===== config.mk =====
export PLATFORM = sky130hd
export DESIGN_NAME = fetch_stage
export DESIGN_NICKNAME = d
export VERILOG_FILES = /design/src/rtl/fetch_stage.sv
export SDC_FILE = /design/constraint.sdc
export NUM_CORES = 1
export LEC_CHECK = 0
export ABC_AREA = 1
export BUFFER_PORTS_ARGS = -buffer_cell sky130_fd_sc_hd__buf_4
export CAP_MARGIN = 20
export CORE_MARGIN = 4
export CORE_UTILIZATION = 30
export CTS_CLUSTER_DIAMETER = 30
export DETAILED_ROUTE_END_ITERATION = 8
export PLACE_DENSITY = 0.55
export SLEW_MARGIN = 20
export SYNTH_ARGS = -nofsm -noshare
export SYNTH_HDL_FRONTEND = slang
export SYNTH_SLANG_ARGS = --single-unit

===== constraint.sdc =====
create_clock -name clk -period 3.2 [get_ports clk]
set_input_delay 0.32 -clock clk [delete_from_list [all_inputs] [get_ports clk]]
set_output_delay 0.32 -clock clk [all_outputs]
set_load 0.005 [all_outputs]

===== src/rtl/fetch_stage.sv =====
// Instruction-fetch stage: program counter, next-PC select, fetch-address
// trap and the IF/ID pipeline register feeding decode.
module fetch_stage #(
  parameter int unsigned                 ADDRESS_WIDTH     = 32,
  parameter int unsigned                 INSTRUCTION_WIDTH = 32,
  parameter logic [ADDRESS_WIDTH-1:0]    RESET_VECTOR      = 32'hBFC00000,
  parameter logic [ADDRESS_WIDTH-1:0]    ROM_BYTES         = 32'h1000,
  parameter logic [INSTRUCTION_WIDTH-1:0] NOP_INSTR        = 32'h00000013
) (
  input  logic                         clk,
  input  logic                         rst_n,
  input  logic                         stall_i,
  input  logic                         flush_i,
  input  logic [1:0]                   pc_src_i,
  input  logic [ADDRESS_WIDTH-1:0]     branch_target_i,
  input  logic [ADDRESS_WIDTH-1:0]     jalr_target_i,
  output logic [ADDRESS_WIDTH-1:0]     imem_addr_o,
  input  logic [INSTRUCTION_WIDTH-1:0] imem_rd_i,
  output logic [INSTRUCTION_WIDTH-1:0] if_id_instr_o,
  output logic [ADDRESS_WIDTH-1:0]     if_id_pc_o,
  output logic [ADDRESS_WIDTH-1:0]     if_id_pc_plus4_o,
  output logic                         if_id_valid_o,
  output logic                         fault_o,
  output logic [ADDRESS_WIDTH-1:0]     fault_addr_o,
  output logic [31:0]                  fetch_count_o
);

  localparam logic [ADDRESS_WIDTH-1:0] FOUR      = ADDRESS_WIDTH'(4);
  localparam logic [ADDRESS_WIDTH-1:0] JALR_MASK = ~ADDRESS_WIDTH'(1);
  localparam logic [ADDRESS_WIDTH-1:0] ROM_LAST  = RESET_VECTOR + ROM_BYTES - FOUR;

  typedef enum logic {RUN = 1'b0, FAULT = 1'b1} state_t;

  state_t                   state, state_nxt;
  logic [ADDRESS_WIDTH-1:0] pc, pc_plus4, npc;
  logic                     redirect, pc_upd, npc_legal, run, take_fault;

  assign imem_addr_o = pc;
  assign pc_plus4    = pc + FOUR;
  assign redirect    = (pc_src_i == 2'b01) || (pc_src_i == 2'b10);
  // A redirect moves the PC even while decode is stalled.
  assign pc_upd      = redirect || !stall_i;

  // Next-PC select; reserved encoding falls back to sequential.
  always_comb begin
    npc = pc_plus4;
    case (pc_src_i)
      2'b01:   npc = branch_target_i;
      2'b10:   npc = jalr_target_i & JALR_MASK;
      default: npc = pc_plus4;
    endcase
  end

  assign npc_legal = (npc[1:0] == 2'b00) && (npc >= RESET_VECTOR) && (npc <= ROM_LAST);

  // State register.
  always_ff @(posedge clk or negedge rst_n) begin
    if (!rst_n) state <= RUN;
    else        state <= state_nxt;
  end

  // Next-state: only an illegal next-PC on an updating edge leaves RUN; FAULT is terminal.
  always_comb begin
    state_nxt = state;
    if (state == RUN && pc_upd && !npc_legal) state_nxt = FAULT;
  end

  // State decode used by the datapath.
  always_comb begin
    run        = (state == RUN);
    take_fault = run && pc_upd && !npc_legal;
  end

  // Program counter; frozen once faulted and on the faulting edge itself.
  always_ff @(posedge clk or negedge rst_n) begin
    if (!rst_n)                     pc <= RESET_VECTOR;
    else if (run && !take_fault && pc_upd) pc <= npc;
  end

  // IF/ID register. The word at the current PC is legal even when the next
  // PC is not, so the faulting edge still captures it normally; bubbles are
  // forced only from the following edge on.
  always_ff @(posedge clk or negedge rst_n) begin
    if (!rst_n) begin
      if_id_instr_o    <= NOP_INSTR;
      if_id_pc_o       <= '0;
      if_id_pc_plus4_o <= '0;
      if_id_valid_o    <= 1'b0;
      fetch_count_o    <= '0;
    end else if (!run) begin
      if_id_instr_o    <= NOP_INSTR;
      if_id_valid_o    <= 1'b0;
    end else if (flush_i) begin
      if_id_instr_o    <= NOP_INSTR;
      if_id_pc_o       <= pc;
      if_id_pc_plus4_o <= pc_plus4;
      if_id_valid_o    <= 1'b0;
    end else if (!stall_i) begin
      if_id_instr_o    <= imem_rd_i;
      if_id_pc_o       <= pc;
      if_id_pc_plus4_o <= pc_plus4;
      if_id_valid_o    <= 1'b1;
      fetch_count_o    <= fetch_count_o + 32'd1;
    end
  end

  // Sticky fault flag and the offending next-PC.
  always_ff @(posedge clk or negedge rst_n) begin
    if (!rst_n) begin
      fault_o      <= 1'b0;
      fault_addr_o <= '0;
    end else if (take_fault) begin
      fault_o      <= 1'b1;
      fault_addr_o <= npc;
    end
  end

endmodule


==> results of run 1 <==
stage by stage:
| stage | setup slack [ns] | area (um2) |
|---|---|---|
| floorplan | 0.8917 | 8917 |
| global placement | 0.3839 | 11610 |
| detailed placement | 0.3663 | 11610 |
| CTS | 0.3491 | 12180 |
| global route | 0.1096 | 12180 |
| finish | 0.3658 | 12180 |
layout by cell type (no fill, tap or decap), types with 2 or more instances in the layout:
master      count
clkinv_4        3
nand3_1        67
a22o_1         31
nor2_2         10
o21ai_0        47
ha_1            4
dfrtp_1       180
nor2_1         83
buf_4         316
a31oi_1        15
clkbuf_16      17
a22oi_1        25
o21ai_1         4
xor2_1         28
nand4_1        23
nand2_2         5
clkbuf_1        2
buf_12          3
xnor2_1        11
o211ai_1        3
nor3_2          4
dfstp_2        12
nor2_4          2
nor3_1         12
o22a_1          3
inv_1          71
inv_6           4
clkinvlp_4      2
a21oi_1         3
nand2_1       325
or2_2           2
nor4_1          4
inv_8           4
registers in the layout, summed over array words and instances (netlist names):
name              count
imem_addr_o          32
fetch_count_o        32
fault_o               1
fault_addr_o         32
if_id_valid_o         1
if_id_pc_o           32
if_id_pc_plus4_o     30
if_id_instr_o        32
report_power, final:
group,switching (uW),total [uW],internal (uW),leakage [uW]
Sequential,18.9,2480,2460,0.00251
Combinational,218,398,180,0.00371
Clock,1060,2090,1030,0.000267
critical path, delay by kind of cell (launching register included):
| kind | cells | cell delay, ns |
|---|---|---|
| simple gates | 12 | 1.71 |
| fa+ha+maj | 1 | 0.33 |
| buf+inv | 2 | 0.31 |
| flops | 1 | 0.35 |
cell type report:
class / count / area [um2]
Fill cell: 3003 / 16830
Multi-Input combinational cell: 717 / 3593
Tap cell: 384 / 480.5
Sequential cell: 192 / 4820
Clock inverter: 13 / 121.4
Timing Repair Buffer: 321 / 2456
Clock buffer: 19 / 432.9
Inverter: 73 / 274.0
cell usage after synthesis:
| library cell | count | area, um2 |
|---|---|---|
| nor3_4 | 1 | 16.27 |
| xor2_1 | 28 | 245.2 |
| o21ai_0 | 47 | 235.2 |
| a21oi_2 | 1 | 8.760 |
| nand2_2 | 4 | 25.02 |
| buf_6 | 5 | 56.30 |
| nand3_1 | 67 | 335.3 |
| a31oi_1 | 15 | 93.84 |
| ha_1 | 4 | 50.05 |
| or2_2 | 2 | 12.51 |
| nor2_2 | 7 | 43.79 |
| a22oi_1 | 25 | 187.7 |
| buf_2 | 6 | 30.03 |
| a21boi_1 | 1 | 7.510 |
| buf_1 | 4 | 15.01 |
| nor2_1 | 86 | 322.8 |
| nor3_2 | 4 | 40.04 |
| dfstp_2 | 12 | 315.3 |
| dfrtp_1 | 180 | 4504 |
| a22o_1 | 31 | 271.5 |
| nor2_4 | 2 | 22.52 |
| nand2_1 | 326 | 1224 |
| clkinv_1 | 1 | 3.750 |
| and2_1 | 1 | 6.260 |
| o211ai_1 | 3 | 22.52 |
| nor3_1 | 12 | 60.06 |
| o21ai_2 | 1 | 8.760 |
| o21ai_1 | 4 | 20.02 |
| xnor2_1 | 11 | 96.34 |
| buf_4 | 5 | 37.54 |
| nor4_1 | 4 | 25.02 |
| inv_1 | 71 | 266.5 |
| o22a_1 | 3 | 26.28 |
| clkbuf_1 | 29 | 108.9 |
| a21oi_1 | 3 | 15.01 |
| inv_2 | 1 | 3.750 |
| nand3_2 | 1 | 10.01 |
| nand4_1 | 23 | 143.9 |
cells by family after synthesis:
logic type / Yosys count / share of synthesized area, %
AO/OA/AOI/OAI: 134 / 10.06
XOR/XNOR: 39 / 3.831
adder cells (fa/ha/maj): 4 / 0.5613
buffers and inverters: 122 / 5.851
flip-flops: 192 / 54.05
AND/OR/NAND/NOR: 540 / 25.65
path summary, 6_finish.rpt:
check / startpoint / to / slack [ns] / depth (start not counted)
worst max-delay path: imem_addr_o[2]$_DFFE_PN0P_ / imem_addr_o[0]$_DFFE_PN0P_ / 0.37 / 15
worst min-delay path: imem_rd_i[13] / if_id_instr_o[13]$_DFFE_PN0P_ / 0.09 / 2
worst max register to register: imem_addr_o[2]$_DFFE_PN0P_ / imem_addr_o[0]$_DFFE_PN0P_ / 0.37 / 15
worst min register to register: fetch_count_o[31]$_DFFE_PN0P_ / fetch_count_o[31]$_DFFE_PN0P_ / 0.47 / 1
max in group asynchronous: rst_n / imem_addr_o[25]$_DFFE_PN1P_ / 1.76 / 3
min in group asynchronous: rst_n / fetch_count_o[29]$_DFFE_PN0P_ / 0.49 / 2
metal layers:
metal	routed length [um]	vias to the layer above
met1	14370	3952
met4	511	4
met3	2725	35
met5	40	-
li1	-	3954
met2	15170	344
what timing repair did:
action | 4_1_cts | 5_1_grt
gates resized for setup | 0 | 0
setup endpoints to repair | 0 | 0
hold endpoints to repair | 7 | 0
setup buffers | 0 | 0
hold buffers | 1 | 0
==> flow_metrics.env, run 1 <==
export IMPL_hp_class="in -> reg"
export IMPL_cp_cell_sequence="ha_1 > nand3_1 > nor2_2 > nand3_1 > nand2_1 > nand2_1 > nand2_1 > nand2_1 > nor3_2 > nand3_1 > nor2_1 > nand3_1 > inv_1 > buf_4 > nor2_1"
export IMPL_ant_nets=0
export IMPL_clk_pin_slew_worst_paths_ns=0.08
export IMPL_clock_sinks=192
export IMPL_setup_viol=0
export IMPL_cp_data_arrival_time_ns=3.15
export IMPL_worst_slew_pin_slew_ns=0.8556
export IMPL_grt_usage_pct=19.72
export IMPL_clock_fmax_mhz=352.8
export IMPL_vias=8289
export IMPL_ys_seq_area_share_pct=54.05
export IMPL_irDropWorstVdd_mv=0.3389
export IMPL_synthToLayoutAreaGrowth_pct=36.56
export IMPL_clockBufferDepth=2
export IMPL_start_util_pct=30.74
export IMPL_cts_tree="done"
export IMPL_grt_util_met3_pct=5.733
export IMPL_cp_required_ns=3.52
export IMPL_ys_ff_latch=192
export IMPL_grt_max_degree=99
export IMPL_grt_overflow=0
export IMPL_instances_no_fill=1719
export IMPL_antenna_found_initial=2
export IMPL_critPathKind="reg -> reg"
export IMPL_syn_inst=1031
export IMPL_cts_buffers=17
export IMPL_die_w_um=180.4
export IMPL_synth_nets=1137
export IMPL_portBuffers=294
export IMPL_post_route_util_pct=41.97
export IMPL_max_cap_violations=0
export IMPL_rsz0062_at_grt="no"
export IMPL_via_per_inst=4.822
export IMPL_globalRoute_busiestLayer="met2"
export IMPL_fp_dieArea_um2=32550
export IMPL_row_count=62
export IMPL_drive_above_1_share_pct=29.21
export IMPL_cts_root_buf="clkbuf_16"
export IMPL_tns_ns=0
export IMPL_nets=1428
export IMPL_antennaDiodeCount=0
export IMPL_finalCriticalPeriod_ns=2.834
export IMPL_core_area_um2=29010
export IMPL_wl_mm=32.82
export IMPL_drtIter0Drc=506
export IMPL_p_leak_uw=0.006484
export IMPL_routedWlPerCell_um=19.09
export IMPL_powerDensity_nw_per_um2=407.7
export IMPL_gp_congestion=0.9404
export IMPL_critPathSlowestCell="dfrtp_1"
export IMPL_io_pins=296
export IMPL_clock_latency_ns=0.44
export IMPL_grt_pass1_vias=8254
export IMPL_cp_max_fo=13
export IMPL_slew_viol_final=0
export IMPL_max_stage_delay_ns=0.35
export IMPL_hpwl_mm=25.45
export IMPL_dpl_cell_count=1686
export IMPL_total_power_uw=4965
export IMPL_synth_warnings=0
export IMPL_drc=0
export IMPL_use_met2_pct=31.79
export IMPL_synthesis_area_um2=8917
export IMPL_die_y_um=180.4
export IMPL_min_period_over_period_pct=88.57
export IMPL_hold_violations=0
export IMPL_cp_end_kind="flop"
export IMPL_status="complete, no violations"
export IMPL_ys_types=38
export IMPL_syn_avg_cell_area_um2=8.649
export IMPL_use_met1_pct=26.41
export IMPL_start_kind="flop"
export IMPL_timing_hold_ws_ns=0.08532
export IMPL_drtPass1Iterations=5
export IMPL_grt_pass1_wl_mm=49.85
export IMPL_htree_levels=4
export IMPL_max_slew_margin_pct=42.96
export IMPL_skew_ns=0.01469
(Power assumes the default switching activity.)
==> run 2: changes to the inputs <==
--- a/config.mk
+++ b/config.mk
@@ -6,10 +6,12 @@
 export NUM_CORES = 1
 export LEC_CHECK = 0
 export ABC_AREA = 1
+export ABC_CLOCK_PERIOD_IN_PS = 3200
 export BUFFER_PORTS_ARGS = -buffer_cell sky130_fd_sc_hd__buf_4
 export CAP_MARGIN = 20
 export CORE_MARGIN = 4
 export CORE_UTILIZATION = 30
+export CTS_BUF_LIST = sky130_fd_sc_hd__clkbuf_8
 export CTS_CLUSTER_DIAMETER = 30
 export DETAILED_ROUTE_END_ITERATION = 8
 export PLACE_DENSITY = 0.55
==> flow_metrics.env, run 2 (synthesis results as in run 1) <==
export IMPL_p_leak_uw=0.006405
export IMPL_max_cap_violations=0
export IMPL_start_kind="flop"
export IMPL_use_met1_pct=26.42
export IMPL_cp_required_ns=3.57
export IMPL_worst_slew_pin_slew_ns=0.8438
export IMPL_skew_ns=0.02202
export IMPL_swShare_pct=27.69
export IMPL_cp_end_kind="flop"
export IMPL_drive_above_1_share_pct=29.21
export IMPL_synthToLayoutAreaGrowth_pct=34.42
export IMPL_clockBufferDepth=2
export IMPL_fin_ws_ns=0.3795
export IMPL_cp_max_fo=13
export IMPL_core_area_um2=29010
export IMPL_row_count=62
export IMPL_max_stage_delay_ns=0.36
export IMPL_final_cell_mix="nand2_1 (325), buf_4 (316), dfrtp_1 (180)"
export IMPL_critPathKind="reg -> reg"
export IMPL_nets=1428
export IMPL_sequentialPowerShare_pct=55.9
export IMPL_htree_levels=4
export IMPL_worstReg2RegStart="imem_addr_o[2]$_DFFE_PN0P_"
export IMPL_cts_tree="done"
export IMPL_timing_hold_ws_ns=0.04076
export IMPL_clock_fmax_mhz=354.5
export IMPL_hpwl_mm=25.45
export IMPL_cp_data_arrival_time_ns=3.19
export IMPL_drtPass1Iterations=6
export IMPL_post_route_util_pct=41.31
export IMPL_cts_buffers=17
export IMPL_path_buf_inv=2
export IMPL_wl_mm=32.74
export IMPL_cp_cell_sequence="ha_1 > nand3_1 > nor2_2 > nand3_1 > nand2_1 > nand2_1 > nand2_1 > nand2_1 > nor3_2 > nand3_1 > nor2_1 > nand3_1 > inv_1 > buf_4 > nor2_1"
export IMPL_pwr_share_clk_pct=35.1
export IMPL_hold_buffers=1
export IMPL_portBuffers=294
export IMPL_globalRoute_busiestLayer="met2"
export IMPL_irDropWorstVdd_mv=0.2008
export IMPL_slew_viol_final=0
export IMPL_whs_path_depth=2
export IMPL_drtIter0Drc=511
export IMPL_clock_latency_ns=0.48
export IMPL_finalInstanceArea_um2=11990
export IMPL_grt_overflow=0
export IMPL_hold_violations=0
export IMPL_cts_setup_buffers=0
export IMPL_die_w_um=180.4
export IMPL_worst_r2r_path_depth=15
export IMPL_grt_usage_pct=19.63
export IMPL_cts_root_buf="clkbuf_8"
export IMPL_powerDensity_nw_per_um2=370.0
export IMPL_ff2ff_setup_slack_ns=0.38
export IMPL_critPathSlowestCell="dfrtp_1"
export IMPL_rsz0062_at_grt="no"
export IMPL_io_pins=296
export IMPL_r2r_end="imem_addr_o[21]$_DFFE_PN0P_"
export IMPL_ant_nets=0
export IMPL_setup_viol=0
export IMPL_finalCriticalPeriod_ns=2.821
export IMPL_grt_util_met3_pct=5.369
export IMPL_crit_family="simple AND/OR/NAND/NOR gates"
export IMPL_via_per_inst=4.808
export IMPL_intPower_uw=3207
export IMPL_crit_start="imem_addr_o[2]$_DFFE_PN0P_"
export IMPL_pre_cts_ws_ns=0.3663
export IMPL_grt_pass1_wl_mm=49.82
export IMPL_antennaDiodeCount=0
export IMPL_comb_power_share_pct=9.0
export IMPL_tns_ns=0
export IMPL_dpl_cell_area_um2=11610
export IMPL_hold_path_end="if_id_instr_o[13]$_DFFE_PN0P_"
export IMPL_grt_max_degree=99
export IMPL_fp_dieArea_um2=32550
export IMPL_status="complete, no violations"
export IMPL_clock_sinks=192
export IMPL_max_slew_margin_pct=43.75
export IMPL_start_util_pct=30.74
export IMPL_hp_class="in -> reg"
export IMPL_switchingPower_uw=1228
export IMPL_min_delay_start="imem_rd_i[13]"
export IMPL_routedWlPerCell_um=19.05
export IMPL_antenna_found_initial=2
export IMPL_vias=8265
export IMPL_grt_pass1_vias=8248
export IMPL_post_cts_resized=0
export IMPL_min_period_over_period_pct=88.14
export IMPL_use_met2_pct=31.85
export IMPL_die_y_um=180.4
export IMPL_final_common_cell="nand2_1"
export IMPL_clk_pin_slew_worst_paths_ns=0.12
export IMPL_gp_congestion=0.9404
export IMPL_drc=0
==> run 2: cell types whose count changed in the layout (fill, tap and decap cells not counted), sizes merged <==
cell	delta
clkbuf	-2
inv	+2
==> run 2: through the flow <==
step,total power [uW],std cells
after floorplan,2644,1031
after global placement,2933,1686
after detailed placement,2936,1686
after CTS,4511,1719
after global routing,4629,1719
final,4435,1719
==> run 2: power groups by stage <==
stage                     Clock (uW)  Combinational [uW]  Sequential (uW)
after floorplan                    0                 116             2530
after global placement             0                 408             2530
after detailed placement           0                 410             2530
after CTS                       1620                 413             2480
after global routing            1700                 443             2480
final                           1560                 398             2480
==> run 2: worst max-delay path by stage <==
stage                                        endpoint  slack [ns]  cells after the start
after global placement    imem_addr_o[30]$_DFFE_PN0P_        0.38                     15
after floorplan           imem_addr_o[11]$_DFFE_PN0P_        0.89                     16
after CTS                 imem_addr_o[13]$_DFFE_PN0P_        0.36                     15
final                     imem_addr_o[21]$_DFFE_PN0P_        0.38                     15
after detailed placement  imem_addr_o[13]$_DFFE_PN0P_        0.37                     15
after global routing      imem_addr_o[14]$_DFFE_PN0P_        0.13                     15
==> run 2: layer usage <==
metal	part of all wire, %	wire length (um)	up-vias
met3	7.8	2543	36
met4	1.6	513	4
met1	44	14340	3923
met2	47	15310	349
met5	0.12	40	-
li1	-	-	3953
==> run 2: final cells by class <==
cell class / count / area (um2)
tap: 384 / 480.5
fill: 3023 / 17030
clock inverter: 15 / 128.9
inverter: 73 / 274.0
clock buffer: 17 / 234.0
timing repair buffer: 321 / 2456
multi-input combinational: 717 / 3593
sequential: 192 / 4820
